--- src/rtl/mine_count_scanner.sv ---
// Sequential 8x8 minefield scanner: snapshots the mine map on start and walks
// one cell per clock, writing neighbour-mine counts (or 4'hF for a mine) and a mine total.
module mine_count_scanner (
  input  logic         clk,
  input  logic         resetn,
  input  logic         start,
  input  logic [63:0]  mineIn,
  output logic [255:0] countMap,
  output logic [6:0]   mineTotal,
  output logic         busy,
  output logic         done
);

  typedef enum logic [1:0] {
    IDLE = 2'd0,
    SCAN = 2'd1,
    DONE = 2'd2
  } state_t;

  state_t      state, state_nxt;
  logic [63:0] snap;
  logic [5:0]  idx;
  logic [2:0]  row, col;
  logic        has_up, has_dn, has_lf, has_rt;
  logic [5:0]  i_ul, i_u, i_ur, i_l, i_r, i_dl, i_d, i_dr;
  logic [7:0]  nb;
  logic [3:0]  cnt;
  logic [3:0]  field;

  assign row = idx[5:3];
  assign col = idx[2:0];

  // Edge flags gate each neighbour; the 6-bit offset indices may wrap, but a
  // wrapped index is always masked off by the matching flag.
  assign has_up = (row != 3'd0);
  assign has_dn = (row != 3'd7);
  assign has_lf = (col != 3'd0);
  assign has_rt = (col != 3'd7);

  assign i_ul = idx - 6'd9;
  assign i_u  = idx - 6'd8;
  assign i_ur = idx - 6'd7;
  assign i_l  = idx - 6'd1;
  assign i_r  = idx + 6'd1;
  assign i_dl = idx + 6'd7;
  assign i_d  = idx + 6'd8;
  assign i_dr = idx + 6'd9;

  always_comb begin
    nb    = '0;
    nb[0] = has_up & has_lf & snap[i_ul];
    nb[1] = has_up          & snap[i_u];
    nb[2] = has_up & has_rt & snap[i_ur];
    nb[3] = has_lf          & snap[i_l];
    nb[4] = has_rt          & snap[i_r];
    nb[5] = has_dn & has_lf & snap[i_dl];
    nb[6] = has_dn          & snap[i_d];
    nb[7] = has_dn & has_rt & snap[i_dr];
  end

  always_comb begin
    cnt = '0;
    for (int unsigned k = 0; k < 8; k++) begin
      cnt = cnt + {3'b000, nb[k]};
    end
    field = snap[idx] ? 4'hF : cnt;
  end

  always_comb begin
    state_nxt = state;
    case (state)
      IDLE:    if (start) state_nxt = SCAN;
      SCAN:    if (idx == 6'd63) state_nxt = DONE;
      DONE:    state_nxt = IDLE;
      default: state_nxt = IDLE;
    endcase
  end

  always_ff @(posedge clk) begin
    if (!resetn) begin
      state     <= IDLE;
      idx       <= '0;
      snap      <= '0;
      countMap  <= '0;
      mineTotal <= '0;
      busy      <= 1'b0;
      done      <= 1'b0;
    end else begin
      state <= state_nxt;
      busy  <= (state_nxt != IDLE);
      done  <= (state_nxt == DONE);
      case (state)
        IDLE: begin
          if (start) begin
            snap      <= mineIn;
            countMap  <= '0;
            mineTotal <= '0;
            idx       <= '0;
          end
        end
        SCAN: begin
          countMap[{idx, 2'b00} +: 4] <= field;
          mineTotal <= mineTotal + {6'd0, snap[idx]};
          idx       <= idx + 6'd1;
        end
        default: ;
      endcase
    end
  end

endmodule

--- config.mk ---
export PLATFORM = sky130hd
export DESIGN_NAME = mine_count_scanner
export DESIGN_NICKNAME = d
export VERILOG_FILES = /design/src/rtl/mine_count_scanner.sv
export SDC_FILE = /design/constraint.sdc
export NUM_CORES = 1
export LEC_CHECK = 0
export ABC_AREA = 1
export CAP_MARGIN = 25
export CORE_MARGIN = 2
export CORE_UTILIZATION = 53
export CTS_BUF_LIST = sky130_fd_sc_hd__clkbuf_4
export DETAILED_ROUTE_END_ITERATION = 16
export PLACE_DENSITY = 0.82
export SKIP_LAST_GASP = 1
export SYNTH_ARGS = -nofsm -noshare
export SYNTH_HDL_FRONTEND = slang
export SYNTH_SLANG_ARGS = --single-unit
export TNS_END_PERCENT = 5
--- constraint.sdc ---
create_clock -name clk -period 7.2 [get_ports clk]
set_clock_uncertainty 0.15 [all_clocks]
set_input_delay 2.16 -clock clk [delete_from_list [all_inputs] [get_ports clk]]
set_output_delay 2.16 -clock clk [all_outputs]
set_load 0.05 [all_outputs]
==> metrics.txt, run 1 <==
# TYPE chip_impl_metric gauge
chip_impl_info{name="hold_class",value="flip-flop to flip-flop"} 1
chip_impl_metric{name="gp_congestion",unit=""} 0.916
chip_impl_metric{name="hold_path_depth",unit=""} 1
chip_impl_metric{name="grt_util_met2",unit="%"} 51.5
chip_impl_metric{name="route.detailed.drc",unit=""} 0
chip_impl_info{name="tritoncts",value="done"} 1
chip_impl_metric{name="drive_above_1_share",unit="%"} 7.89
chip_impl_metric{name="timing.fmax",unit="MHz"} 159
chip_impl_info{name="hp-start",value="state[0]$_SDFF_PN0_"} 1
chip_impl_info{name="status",value="finished, final reports clean"} 1
chip_impl_metric{name="iter_0_drt_violations",unit=""} 1750
chip_impl_metric{name="drt-pass1-iter-count",unit=""} 6
chip_impl_metric{name="synth_area",unit="um2"} 15800
chip_impl_metric{name="setup_viol",unit=""} 0
chip_impl_metric{name="grt.met1_usage",unit="%"} 42.7
chip_impl_info{name="critPathCaptureType",value="flip-flop"} 1
chip_impl_info{name="globalRoute.busiestLayer",value="met2"} 1
chip_impl_info{name="crit-reg2reg-launch",value="idx[3]$_SDFFE_PN0P_"} 1
chip_impl_metric{name="cell_pwr_density",unit="nW/um2"} 209
chip_impl_metric{name="min_period_over_period",unit="%"} 87.4
chip_impl_metric{name="maxCapViolCount",unit=""} 0
chip_impl_metric{name="ys_seq_elements",unit=""} 337
chip_impl_metric{name="die_height",unit="um"} 177
chip_impl_metric{name="arrival",unit="ps"} 6700
chip_impl_metric{name="floorplan.io_pins",unit=""} 332
chip_impl_metric{name="area_taken_by_flip_flops_and_latches",unit="um2"} 6750
chip_impl_metric{name="regToRegSetupSlack",unit="ps"} 900
chip_impl_metric{name="postCtsResizedCells",unit=""} 0
chip_impl_metric{name="ctsHoldBuffers",unit=""} 0
chip_impl_metric{name="number_of_buffers_created_by_cts",unit=""} 84
chip_impl_metric{name="fin_crit",unit="ps"} 6300
chip_impl_metric{name="global_route.overflow_total",unit=""} 0
chip_impl_metric{name="hold_viol_final",unit=""} 0
chip_impl_metric{name="track_usage",unit="%"} 32.6
chip_impl_metric{name="timing_worst_slew_pin_value",unit="ps"} 1040
chip_impl_metric{name="detail_route.wl_per_cell",unit="um"} 17.2
chip_impl_metric{name="first_global_vias",unit=""} 16000
chip_impl_metric{name="synth_warnings",unit=""} 0
chip_impl_metric{name="hpwl",unit="um"} 36600
chip_impl_metric{name="die_area",unit="um2"} 31300
chip_impl_metric{name="numPortBuffers",unit=""} 331
chip_impl_metric{name="routed_wire_length",unit="um"} 52400
chip_impl_metric{name="synth.distinct_cells",unit=""} 46
chip_impl_metric{name="post_synth.cell_area_avg",unit="um2"} 6.92
chip_impl_metric{name="seq_area_frac_synth",unit="%"} 42.6
chip_impl_metric{name="htreeDepth",unit=""} 3
chip_impl_metric{name="final_report_max_slew_violation_count",unit=""} 0
chip_impl_info{name="final_cell_mix",value="nand2_1 (582), dfxtp_1 (336), clkdlybuf4s50_1 (330)"} 1
chip_impl_metric{name="worst_skew_pair.late_latency",unit="ps"} 740
chip_impl_metric{name="clk_transition_reported_paths",unit="ps"} 80
chip_impl_metric{name="slew-limit-headroom",unit="%"} 30.4
chip_impl_metric{name="clockBufferDepth",unit=""} 3
chip_impl_metric{name="dr_vias_cell",unit=""} 5.54
chip_impl_metric{name="layout.cells.non_filler",unit=""} 3041
chip_impl_metric{name="postCtsSetupRepairBufs",unit=""} 0
chip_impl_metric{name="nFillCells",unit=""} 2514
chip_impl_metric{name="synthArstFlopShare",unit="%"} 0
chip_impl_info{name="hold-path-endpoint",value="state[0]$_SDFF_PN0_"} 1
chip_impl_metric{name="globalRouteMet3Util",unit="%"} 7.62
chip_impl_metric{name="vias",unit=""} 16900
chip_impl_metric{name="clock_sinks",unit=""} 337
chip_impl_metric{name="multi_input_comb_area",unit="um2"} 7830
chip_impl_metric{name="tns",unit="ps"} 0
chip_impl_metric{name="synth.net_count",unit=""} 2374
chip_impl_metric{name="synthToLayoutAreaGrowth",unit="%"} 27.7
chip_impl_info{name="worst_r2r_endpoint",value="countMap[202]$_SDFFE_PN0P_"} 1
chip_impl_info{name="start_kind",value="flip-flop"} 1
chip_impl_metric{name="cp.required",unit="ps"} 7610
chip_impl_metric{name="core.rowCount",unit=""} 63
chip_impl_metric{name="fin_area",unit="um2"} 20200
chip_impl_metric{name="grt_first_pass_wirelength",unit="um"} 82100
chip_impl_metric{name="ir_worst_vdd",unit="uV"} 125
chip_impl_metric{name="r2r_cells",unit=""} 24
chip_impl_metric{name="core-area",unit="um2"} 29600
chip_impl_info{name="grt_setup_unrepaired",value="false"} 1
chip_impl_metric{name="critical_path.max_fanout",unit=""} 35
chip_impl_metric{name="final_nets",unit=""} 2680
chip_impl_metric{name="final_antenna_net_count",unit=""} 0
chip_impl_info{name="ys.flop_type",value="dfxtp_1"} 1
chip_impl_metric{name="synth_cells",unit=""} 2286
chip_impl_info{name="timing_worst_setup_path_type",value="flip-flop to flip-flop"} 1
chip_impl_metric{name="grt_start_max_net_pins",unit=""} 140
chip_impl_metric{name="detailed_place.area",unit="um2"} 19100
chip_impl_info{name="mostFrequentLayoutCell",value="nand2_1"} 1
chip_impl_metric{name="post-place-cells",unit=""} 2895
chip_impl_metric{name="floorplan.initialDensity",unit="%"} 53.5
chip_impl_info{name="clockRootBuffer",value="clkbuf_4"} 1
chip_impl_metric{name="synth_edf_count",unit=""} 0
chip_impl_metric{name="leakage",unit="nW"} 7.23
chip_impl_metric{name="post-layout-total-power",unit="mW"} 4.22
chip_impl_metric{name="number_of_antenna_violations_at_the_first_check_in_global_routing",unit=""} 2
chip_impl_metric{name="floorplan.die.width",unit="um"} 177
-- critical path: stages, from the launching register on --
cell and delay [ps]:
dfxtp_1 780, clkinv_1 530, nand2_1 210, nand2_2 80, inv_2 90, buf_4 380, nor2_1 90, a31oi_1 230
nand2_1 80, nand3b_1 100, nand4_1 100, fa_1 460, fa_1 490, inv_1 50, fa_1 490, ha_1 170
inv_1 60, fa_1 430, or2_2 300, nand2_1 100, nand2_4 110, inv_2 330, nor2_1 120, nand2_1 100
a21oi_1 70
-- worst max-delay path by stage --
stage	to	depth (start not counted)	slack (ps)	startpoint
floorplan	countMap[186]$_SDFFE_PN0P_	29	1720	idx[0]$_SDFFE_PN0P_
CTS	countMap[202]$_SDFFE_PN0P_	24	1000	idx[3]$_SDFFE_PN0P_
global placement	countMap[242]$_SDFFE_PN0P_	24	1110	idx[3]$_SDFFE_PN0P_
finish	countMap[202]$_SDFFE_PN0P_	24	900	idx[3]$_SDFFE_PN0P_
global route	countMap[154]$_SDFFE_PN0P_	24	440	idx[3]$_SDFFE_PN0P_
detailed placement	countMap[202]$_SDFFE_PN0P_	24	1070	idx[3]$_SDFFE_PN0P_
-- synthesized netlist by cell type (3+ instances only) --
cell	count	area share (%)
nor3_1	9	0.28
nand3_4	3	0.33
nand3b_1	3	0.14
o21ai_1	18	0.57
nor2_1	282	6.7
nand3_1	128	4.0
o22a_1	7	0.39
buf_2	37	1.2
a21oi_1	302	9.6
dfxtp_1	337	43
ha_1	17	1.3
inv_1	161	3.8
nand3_2	3	0.19
nand4_1	23	0.91
fa_1	4	0.51
xor2_1	9	0.50
buf_6	10	0.71
nor2_4	9	0.64
o21a_1	32	1.5
o21ai_0	141	4.5
nand2_4	5	0.36
clkinv_1	3	0.071
a31oi_1	7	0.28
clkbuf_1	67	1.6
o22ai_1	5	0.20
nand2_1	582	14
nor4_1	3	0.12
buf_1	10	0.24
nand2_2	5	0.20
o211ai_1	11	0.52
inv_2	11	0.26
nor2_2	23	0.91
-- metrics by stage --
stage,worst slack [ps],hold WS [ps],utilization (%)
2_1_floorplan,1720,267,-
3_3_place_gp,1110,286,64.8
3_5_place_dp,1070,286,64.8
4_1_cts,1000,295,68.3
5_1_grt,437,317,68.4
6_report,905,291,68.4
-- power by group --
part / leakage [nW] / internal [mW] / total (mW) / switching (mW)
sequential: 2.73 / 1.90 / 1.91 / 0.0153
clock: 0.612 / 0.812 / 1.60 / 0.791
combinational: 3.89 / 0.184 / 0.708 / 0.523
-- layout make-up --
class | count | share of cell area [%]
multi-input combinational | 1647 | 38.7
sequential | 337 | 33.4
timing repair buffer | 346 | 17.0
clock buffer | 115 | 4.27
inverter | 176 | 3.31
tap | 390 | 2.41
clock inverter | 28 | 0.848
antenna | 2 | 0.0248
-- sequential cells by signal, summed over array words and instances (netlist names) --
| signal | count |
|---|---|
| state | 2 |
| done | 1 |
| countMap | 256 |
| idx | 6 |
| busy | 1 |
| snap | 64 |
| mineTotal | 7 |
-- layer usage --
| layer | wire [um] | share of wire (%) |
|---|---|---|
| met1 | 21800 | 42 |
| met2 | 23500 | 45 |
| met3 | 5010 | 9.6 |
| met4 | 2090 | 4.0 |
| met5 | 0 | 0 |
-- cell families (layout without fill, tap and decap cells) --
group / after synthesis / count (layout) / synth area share [%]
simple gates: 1081 / 1081 / 28.8
compound gates: 534 / 534 / 18.0
flops: 337 / 337 / 42.6
buf+inv: 302 / 665 / 7.99
fa+ha+maj: 21 / 21 / 1.85
xor+xnor: 11 / 11 / 0.656
other cells: 0 / 2 / 0
Note: power is estimated with default switching activity, not from simulation.
==> run 2: changes to the inputs <==
Settings changed: SLEW_MARGIN set to 10.
==> run 2 against run 1 <==
Net effect:
- global-route usage unchanged
- sequential share of layout area unchanged
- utilization unchanged
- first-iteration DRC count unchanged
- routed wire length unchanged
- fmax unchanged
- critical endpoint unchanged
- worst hold slack unchanged
- critical path depth unchanged
==> metrics.txt, run 2 (synthesis gave the netlist of run 1 again) <==
# TYPE chip_impl_metric gauge
chip_impl_metric{name="slew-limit-headroom",unit="%"} 30.4
chip_impl_metric{name="clk_transition_reported_paths",unit="ps"} 80
chip_impl_info{name="largestRegisters",value="countMap x256, snap x64, mineTotal x7"} 1
chip_impl_info{name="crit-reg2reg-launch",value="idx[3]$_SDFFE_PN0P_"} 1
chip_impl_metric{name="flip_flop_count_of_the_largest_register_all_copies_and_words_added",unit=""} 256
chip_impl_metric{name="number_of_antenna_violations_at_the_first_check_in_global_routing",unit=""} 2
chip_impl_metric{name="regToRegSetupSlack",unit="ps"} 900
chip_impl_metric{name="maxCapViolCount",unit=""} 0
chip_impl_metric{name="nFillCells",unit=""} 2514
chip_impl_metric{name="synthToLayoutAreaGrowth",unit="%"} 27.7
chip_impl_metric{name="route.detailed.drc",unit=""} 0
chip_impl_metric{name="ctsHoldBuffers",unit=""} 0
chip_impl_metric{name="critical_path.max_fanout",unit=""} 35
chip_impl_info{name="start_kind",value="flip-flop"} 1
chip_impl_metric{name="number_of_buffers_created_by_cts",unit=""} 84
chip_impl_info{name="hold_class",value="flip-flop to flip-flop"} 1
chip_impl_info{name="grt_setup_unrepaired",value="false"} 1
chip_impl_metric{name="timing_worst_slew_pin_value",unit="ps"} 1040
chip_impl_metric{name="dr_vias_cell",unit=""} 5.54
chip_impl_metric{name="worst_skew_pair.late_latency",unit="ps"} 740
chip_impl_info{name="final_cell_mix",value="nand2_1 (582), dfxtp_1 (336), clkdlybuf4s50_1 (330)"} 1
chip_impl_metric{name="detailed_place.area",unit="um2"} 19100
chip_impl_info{name="timing_worst_setup_path_type",value="flip-flop to flip-flop"} 1
chip_impl_metric{name="floorplan.initialDensity",unit="%"} 53.5
chip_impl_info{name="worst_r2r_endpoint",value="countMap[202]$_SDFFE_PN0P_"} 1
chip_impl_metric{name="postCtsSetupRepairBufs",unit=""} 0
chip_impl_metric{name="numPortBuffers",unit=""} 331
chip_impl_info{name="hp-start",value="state[0]$_SDFF_PN0_"} 1
chip_impl_metric{name="floorplan.io_pins",unit=""} 332
chip_impl_info{name="tritoncts",value="done"} 1
chip_impl_metric{name="drt-pass1-iter-count",unit=""} 6
chip_impl_metric{name="drive_above_1_share",unit="%"} 7.89
chip_impl_info{name="clockRootBuffer",value="clkbuf_4"} 1
chip_impl_metric{name="die_area",unit="um2"} 31300
chip_impl_metric{name="die_height",unit="um"} 177
chip_impl_metric{name="tns",unit="ps"} 0
chip_impl_metric{name="setup_viol",unit=""} 0
chip_impl_metric{name="timing.fmax",unit="MHz"} 159
chip_impl_metric{name="r2r_cells",unit=""} 24
chip_impl_info{name="critPathCaptureType",value="flip-flop"} 1
chip_impl_metric{name="hpwl",unit="um"} 36600
chip_impl_metric{name="grt_first_pass_wirelength",unit="um"} 82100
chip_impl_metric{name="min_period_over_period",unit="%"} 87.4
chip_impl_metric{name="post-layout-total-power",unit="mW"} 4.22
chip_impl_info{name="max_flop_register",value="countMap"} 1
chip_impl_metric{name="routed_wire_length",unit="um"} 52400
chip_impl_metric{name="cp.required",unit="ps"} 7610
chip_impl_metric{name="global_route.overflow_total",unit=""} 0
chip_impl_metric{name="clockBufferDepth",unit=""} 3
chip_impl_metric{name="fin_area",unit="um2"} 20200
chip_impl_metric{name="arrival",unit="ps"} 6700
chip_impl_metric{name="hold-worst-slack",unit="ps"} 291
chip_impl_metric{name="postCtsResizedCells",unit=""} 0
chip_impl_metric{name="core.rowCount",unit=""} 63
chip_impl_metric{name="final_nets",unit=""} 2680
chip_impl_metric{name="core-area",unit="um2"} 29600
chip_impl_metric{name="floorplan.die.width",unit="um"} 177
chip_impl_metric{name="final_report_max_slew_violation_count",unit=""} 0
chip_impl_metric{name="leakage",unit="nW"} 7.23
chip_impl_metric{name="cell_pwr_density",unit="nW/um2"} 209
chip_impl_metric{name="clock_sinks",unit=""} 337
chip_impl_metric{name="gp_congestion",unit=""} 0.916
chip_impl_metric{name="fin_crit",unit="ps"} 6300
chip_impl_metric{name="post-route-worst-setup-slack",unit="ps"} 905
chip_impl_metric{name="htreeDepth",unit=""} 3
chip_impl_metric{name="first_global_vias",unit=""} 16000
chip_impl_metric{name="final_antenna_net_count",unit=""} 0
chip_impl_info{name="hold-path-endpoint",value="state[0]$_SDFF_PN0_"} 1
chip_impl_metric{name="ir_worst_vdd",unit="uV"} 125
chip_impl_metric{name="post-place-cells",unit=""} 2895
chip_impl_metric{name="hold_viol_final",unit=""} 0
chip_impl_metric{name="detail_route.wl_per_cell",unit="um"} 17.2
chip_impl_info{name="status",value="finished, final reports clean"} 1
chip_impl_info{name="mostFrequentLayoutCell",value="nand2_1"} 1
chip_impl_metric{name="hold_path_depth",unit=""} 1
chip_impl_metric{name="final_util",unit="%"} 68.4
chip_impl_metric{name="iter_0_drt_violations",unit=""} 1750
chip_impl_metric{name="track_usage",unit="%"} 32.6
chip_impl_metric{name="grt_start_max_net_pins",unit=""} 140
chip_impl_metric{name="pre_cts_ws",unit="ps"} 1070
chip_impl_metric{name="vias",unit=""} 16900
chip_impl_metric{name="layout.cells.non_filler",unit=""} 3041
## run 2: cell counts in the layout (fill, tap and decap cells not counted)
Identical to the previous run, type by type.
## run 2: per-layer routing
layer / GRT usage [%] / vias to the layer above / part of all wire, %
met4: 13.9 / 0 / 4.0
met3: 7.62 / 145 / 9.6
li1: - / 8084 / -
met5: 0 / - / 0
met1: 42.7 / 7788 / 42
met2: 51.5 / 841 / 45
## run 2: how the worst max path moves through the flow
stage / depth (start not counted) / end / start
6_report: 24 / countMap[202]$_SDFFE_PN0P_ / idx[3]$_SDFFE_PN0P_
5_1_grt: 24 / countMap[154]$_SDFFE_PN0P_ / idx[3]$_SDFFE_PN0P_
4_1_cts: 24 / countMap[202]$_SDFFE_PN0P_ / idx[3]$_SDFFE_PN0P_
3_5_place_dp: 24 / countMap[202]$_SDFFE_PN0P_ / idx[3]$_SDFFE_PN0P_
3_3_place_gp: 24 / countMap[242]$_SDFFE_PN0P_ / idx[3]$_SDFFE_PN0P_
2_1_floorplan: 29 / countMap[186]$_SDFFE_PN0P_ / idx[0]$_SDFFE_PN0P_
## run 2: cell type report
class	count	area (um2)	share of cell area, %
Multi-Input combinational cell	1647	7830	38.7
Tap cell	390	488	2.41
Clock inverter	28	171	0.848
Antenna cell	2	5.00	0.0248
Sequential cell	337	6750	33.4
Inverter	176	668	3.31
Timing Repair Buffer	346	3440	17.0
Clock buffer	115	863	4.27
## run 2: critical path, stage by stage (launching register included)
cell	delay [ps]
dfxtp_1	780
clkinv_1	530
nand2_1	210
nand2_2	80
inv_2	90
buf_4	380
nor2_1	90
a31oi_1	230
nand2_1	80
nand3b_1	100
nand4_1	100
fa_1	460
fa_1	490
inv_1	50
fa_1	490
ha_1	170
inv_1	60
fa_1	430
or2_2	300
nand2_1	100
nand2_4	110
inv_2	330
nor2_1	120
nand2_1	100
a21oi_1	70
## run 2: report_power, final
group	leakage [nW]	internal (mW)	switching, mW	total (mW)
combinational	3.89	0.184	0.523	0.708
clock	0.612	0.812	0.791	1.60
sequential	2.73	1.90	0.0153	1.91
total	7.23	2.89	1.33	4.22
